### src/rtl/wbck_arbiter_pkg.sv
// Shared constants and helpers for the write-back arbiter and scoreboard.
package wbck_arbiter_pkg;

    localparam int WB_ALU    = 0;
    localparam int WB_MULDIV = 1;
    localparam int WB_LSU    = 2;
    localparam int WB_NREQ   = 3;
    localparam int REG_AW    = 5;
    localparam int REG_DW    = 32;
    localparam int NREG      = 32;

    // Round-robin pick: first valid requester at or above ptr, wrapping.
    function automatic logic [WB_NREQ-1:0] rr_pick(
        input logic [WB_NREQ-1:0] valid,
        input logic [1:0]         ptr
    );
        logic [WB_NREQ-1:0] g;
        logic [1:0]         k;
        g = '0;
        for (int i = 0; i < WB_NREQ; i++) begin
            k = 2'((int'(ptr) + i) % WB_NREQ);
            if (g == '0 && valid[k]) begin
                g[k] = 1'b1;
            end
        end
        return g;
    endfunction

endpackage

### src/rtl/wbck_scoreboard.sv
// Per-register pending scoreboard for long-latency write-backs,
// with same-cycle-clear masked hazard lookups.
module wbck_scoreboard
    import wbck_arbiter_pkg::*;
(
    input  logic              clk,
    input  logic              rst_n,
    input  logic              set_en_i,
    input  logic [REG_AW-1:0] set_idx_i,
    input  logic              clr_en_i,
    input  logic [REG_AW-1:0] clr_idx_i,
    input  logic [REG_AW-1:0] src1_idx_i,
    input  logic [REG_AW-1:0] src2_idx_i,
    input  logic [REG_AW-1:0] dest_idx_i,
    output logic              hz_src1_o,
    output logic              hz_src2_o,
    output logic              hz_dest_o
);

    logic [NREG-1:0] pending_q, pending_d;

    // Set is applied after clear so a new owner wins the same-cycle race.
    always_comb begin
        pending_d = pending_q;
        if (clr_en_i) begin
            pending_d[clr_idx_i] = 1'b0;
        end
        if (set_en_i) begin
            pending_d[set_idx_i] = 1'b1;
        end
        pending_d[0] = 1'b0;
    end

    always_ff @(posedge clk or negedge rst_n) begin
        if (!rst_n) begin
            pending_q <= '0;
        end else begin
            pending_q <= pending_d;
        end
    end

    assign hz_src1_o = pending_q[src1_idx_i]
                     & ~(clr_en_i && clr_idx_i == src1_idx_i);
    assign hz_src2_o = pending_q[src2_idx_i]
                     & ~(clr_en_i && clr_idx_i == src2_idx_i);
    assign hz_dest_o = pending_q[dest_idx_i]
                     & ~(clr_en_i && clr_idx_i == dest_idx_i);

endmodule

### src/rtl/wbck_arbiter.sv
// Regfile write-back arbiter (ALU, MULDIV, LSU) with pending scoreboard.
// MYRISCV_WBCK_RR_EN selects round-robin; otherwise LSU > MULDIV > ALU.
module wbck_arbiter
    import wbck_arbiter_pkg::*;
#(
    parameter int NREQ = WB_NREQ
) (
    input  logic                   clk,
    input  logic                   rst_n,
    input  logic [NREQ-1:0]        req_valid,
    input  logic [NREQ*REG_AW-1:0] req_idx,
    input  logic [NREQ*REG_DW-1:0] req_dat,
    output logic [NREQ-1:0]        req_ready,
    output logic                   wbck_dest_wen,
    output logic [REG_AW-1:0]      wbck_dest_idx,
    output logic [REG_DW-1:0]      wbck_dest_dat,
    input  logic                   disp_valid,
    input  logic                   disp_long,
    input  logic [REG_AW-1:0]      disp_rd,
    input  logic [REG_AW-1:0]      chk_src1_idx,
    input  logic [REG_AW-1:0]      chk_src2_idx,
    output logic                   hz_src1,
    output logic                   hz_src2,
    output logic                   hz_dest
);

    logic [NREQ-1:0] gnt;

`ifdef MYRISCV_WBCK_RR_EN
    logic [1:0] rr_ptr_q, rr_ptr_d;

    always_comb begin
        gnt      = rr_pick(req_valid, rr_ptr_q);
        rr_ptr_d = rr_ptr_q;
        unique case (1'b1)
            gnt[WB_ALU]:    rr_ptr_d = 2'd1;
            gnt[WB_MULDIV]: rr_ptr_d = 2'd2;
            gnt[WB_LSU]:    rr_ptr_d = 2'd0;
            default:        rr_ptr_d = rr_ptr_q;
        endcase
    end

    always_ff @(posedge clk or negedge rst_n) begin
        if (!rst_n) begin
            rr_ptr_q <= 2'd0;
        end else begin
            rr_ptr_q <= rr_ptr_d;
        end
    end
`else
    always_comb begin
        gnt = '0;
        priority case (1'b1)
            req_valid[WB_LSU]:    gnt[WB_LSU]    = 1'b1;
            req_valid[WB_MULDIV]: gnt[WB_MULDIV] = 1'b1;
            req_valid[WB_ALU]:    gnt[WB_ALU]    = 1'b1;
            default:              gnt            = '0;
        endcase
    end
`endif

    always_comb begin
        wbck_dest_idx = '0;
        wbck_dest_dat = '0;
        for (int k = 0; k < NREQ; k++) begin
            if (gnt[k]) begin
                wbck_dest_idx = req_idx[k*REG_AW +: REG_AW];
                wbck_dest_dat = req_dat[k*REG_DW +: REG_DW];
            end
        end
    end

    assign req_ready     = gnt;
    assign wbck_dest_wen = (|gnt) && (wbck_dest_idx != '0);

    // Only long-latency producers own scoreboard entries.
    wbck_scoreboard u_sb (
        .clk        (clk),
        .rst_n      (rst_n),
        .set_en_i   (disp_valid & disp_long),
        .set_idx_i  (disp_rd),
        .clr_en_i   (gnt[WB_MULDIV] | gnt[WB_LSU]),
        .clr_idx_i  (wbck_dest_idx),
        .src1_idx_i (chk_src1_idx),
        .src2_idx_i (chk_src2_idx),
        .dest_idx_i (disp_rd),
        .hz_src1_o  (hz_src1),
        .hz_src2_o  (hz_src2),
        .hz_dest_o  (hz_dest)
    );

endmodule

### config.mk
export PLATFORM = sky130hd
export DESIGN_NAME = wbck_arbiter
export DESIGN_NICKNAME = d
export VERILOG_FILES = /design/src/rtl/wbck_arbiter_pkg.sv /design/src/rtl/wbck_scoreboard.sv /design/src/rtl/wbck_arbiter.sv
export SDC_FILE = /design/constraint.sdc
export NUM_CORES = 1
export LEC_CHECK = 0
export CORE_AREA = 5 5 83 77
export DETAILED_ROUTE_END_ITERATION = 8
export DIE_AREA = 0 0 88 82
export DONT_BUFFER_PORTS = 1
export PLACE_DENSITY = 0.74
export SLEW_MARGIN = 10
export SYNTH_ARGS = -nofsm -noshare
export SYNTH_HDL_FRONTEND = slang
export SYNTH_HIERARCHICAL = 1
export SYNTH_SLANG_ARGS = --single-unit
### constraint.sdc
create_clock -name clk -period 2.6 [get_ports clk]
set_input_delay 0.26 -clock clk [delete_from_list [all_inputs] [get_ports clk]]
set_output_delay 0.26 -clock clk [all_outputs]
set_load 0.01 [all_outputs]
==> impl_metrics.yaml <==
sta:
  rsz0062_at_grt: "no"
  fin_skew_ns: 0
  achievable-frequency_mhz: 451
  setup_viol: 0
  drv_slew: 0
  worstMarginPinSlew_ns: 0.760
  fin_setup_tns_ns: 0
  min_period_over_period_pct: 85.4
  hold_slack_ns: 0.184
  timing.final.ws_setup_ns: 0.381
  finalHoldViolations: 0
  slew-limit-headroom_pct: 49.3
  min_period_ns: 2.22
layout:
  num_antenna_cells: 0
  multi_input_area_mm2: 0.00217
  largest_register: "u_sb/pending_q"
  top_regs: "u_sb/pending_q x31"
  final_area_mm2: 0.00321
  finalNetCount: 483
  register_area_um2: 776
  utilization_pct: 58.4
  area_delta_synth_final_pct: 1.50
  largest_register_ffs: 31
  fin_cells: 421
  num-fill-cells: 489
  drive_gt1_share_pct: 8.83
floorplan:
  io_pins: 177
  die_h_um: 82
  core_mm2: 0.00550
  initial_core_util_pct: 57.5
  rows: 26
  dieArea_mm2: 0.00722
  die_x_um: 88
critical_path:
  critPathBufInv: 1
  reg2reg_setup_slack_ns: 1.78
  max_stage_delay_ns: 0.51
  r2r-end: "u_sb/pending_q[15]$_DFF_PN0_"
  worstPathRequired_ns: 2.34
  cp_cell_sequence: "mux4_1 -> o32ai_1 -> o32ai_1 -> buf_4"
  cp.arrival_ns: 1.96
  start_kind: "register"
  crit_slowest_cell: "mux4_1"
  worst-setup-path-type: "reg2out"
  path_common_cell: "o32ai_1"
  critical-path-top-delay-family: "compound AO/OA/AOI/OAI gates"
  endpoint_kind: "output port"
  cp_max_fo: 4
  r2r_start: "u_sb/pending_q[15]$_DFF_PN0_"
  r2r_cells: 2
routing:
  ant_nets: 0
  drt-pass1-iter-count: 7
  wl_per_cell_um: 24.8
  viasPerCell: 7.45
  drc_errors: 0
  drt_iter0_drc: 380
  drt-total-wl_mm: 10.4
  num_vias: 3137
power_and_ir_drop:
  total_power_mw: 1.64
  powerDensity_mw_per_mm2: 509
  leakage_nw: 1.20
  vdd_drop_max_uv: 337
synth:
  yosysWarningCount: 6
  syn_area_mm2: 0.00316
  syn_inst: 366
  synth_top_cell_area_share_pct: 24.5
  ys_ff_latch: 31
  synthMostInstantiatedCell: "o21ai_1"
  synth_area_leader_cell: "dfrtp_1"
  synth_area_per_cell_um2: 8.64
  yosys_most_used_dff: "dfrtp_1"
  syn-num-nets: 499
  synth-async-reset-ratio_pct: 100
  yosysUniqueCellTypes: 44
  synth_area_leaders: "dfrtp_1 25%, o21ai_1 12%, mux4_2 7.8%, a22oi_1 7.6%, mux4_1 6.6%"
  synth_edf_count: 0
  synth_top_cells_by_count: "74 x o21ai_1, 44 x nand2_1, 32 x a22oi_1"
  ys_seq_area_share_pct: 24.5
placement:
  place_inst: 411
  dp.final_hpwl_mm: 7.63
  place_ws_ns: 0.470
  port_buffers: 0
  gp_congestion: 0.862
  place_area_mm2: 0.00310
clocking:
  clkSinkCount: 31
  worstSkewPairLatency_ns: 0.28
  cts_tree: "yes"
  cts_buffer_depth: 2
  cts_resized: 0
  h-tree-depth: 2
  cts.clk_slew.worst_paths_ns: 0.07
  cts_buffers: 5
  clockRootBuffer: "clkbuf_8"
  postCtsHoldBufs: 2
  post_cts_buffers: 0
min_path:
  hold_path.startpoint: "disp_rd[2]"
  hold_end: "u_sb/pending_q[4]$_DFF_PN0_"
  hold_path_class: "in2reg"
  hold_depth: 2
job:
  drv_cap: 0
global_route:
  gr-total-overflow: 0
  gr-max-usage-layer: "met2"
  grt_usage_pct: 28.4
  grt_pass1_wl_mm: 15.6
  first_global_vias: 3054
  grt_use_met1_pct: 39.4
  antenna_found_initial: 0
  grtUsageMet3_pct: 7.02
  use_met2_pct: 43.1
  grt_max_degree: 78
run_status:
  outcome: "finished clean"
-- cells by family (layout without fill, tap and decap cells) --
family                    count (synthesis)  after routing  synth area share, %
AOI/OAI and AO/OA                       154            154                 29.2
and+or+nand+nor                         102            102                 17.6
buffers and inverters                    36             21                 7.00
DFF                                      31             31                 24.5
muxes                                    28             28                 17.6
xor gates and xnor gates                 15             15                 4.15
-- worst max-delay path by stage --
stage | start | endpoint | slack, ns | cells past startpoint
finish | u_sb/pending_q[19]$_DFF_PN0_ | hz_src1 | 0.38 | 4
global route | u_sb/pending_q[19]$_DFF_PN0_ | hz_src1 | 0.33 | 4
CTS | u_sb/pending_q[19]$_DFF_PN0_ | hz_src1 | 0.39 | 4
detailed placement | req_valid[0] | hz_dest | 0.47 | 7
global placement | req_valid[0] | hz_dest | 0.55 | 7
floorplan | req_valid[2] | hz_dest | 0.54 | 8
-- final cells by class --
type / instances / share of cell area (%)
clock buffer: 6 / 2.26
clock inverter: 2 / 0.390
inverter: 5 / 0.585
multi-input combinational: 299 / 67.5
sequential: 31 / 24.2
tap: 70 / 2.73
timing repair buffer: 8 / 2.34
-- cells in the final DEF, fill, tap and decap left out, types with 5 or more instances in the layout --
master	count
a21oi_1	7
a22oi_1	32
buf_4	6
clkbuf_8	5
dfrtp_1	31
inv_1	5
mux2_1	7
mux4_1	8
mux4_2	11
nand2_1	44
nand3_1	5
nand3b_1	14
nor2_1	7
nor2b_1	7
o21ai_0	22
o21ai_1	74
or3b_1	6
xnor2_1	11
-- report_power, final --
group | leakage, nW | switching (mW) | internal (mW)
logic | 0.753 | 0.283 | 0.291
clock network | 0.0412 | 0.190 | 0.187
registers | 0.406 | 0.104 | 0.581
total | 1.20 | 0.577 | 1.06
-- worst register-to-register path, stage by stage (launching register included) --
cell	delay, ns
dfrtp_1	0.45
o21ai_1	0.11
o21ai_0	0.12
-- layer usage --
metal | vias to the layer above | part of all wire [%]
met5 | - | 0
met4 | 0 | 2.2
met3 | 25 | 13
met2 | 240 | 45
met1 | 1500 | 39
li1 | 1372 | -
No activity file was read; power rests on OpenSTA's default activity.
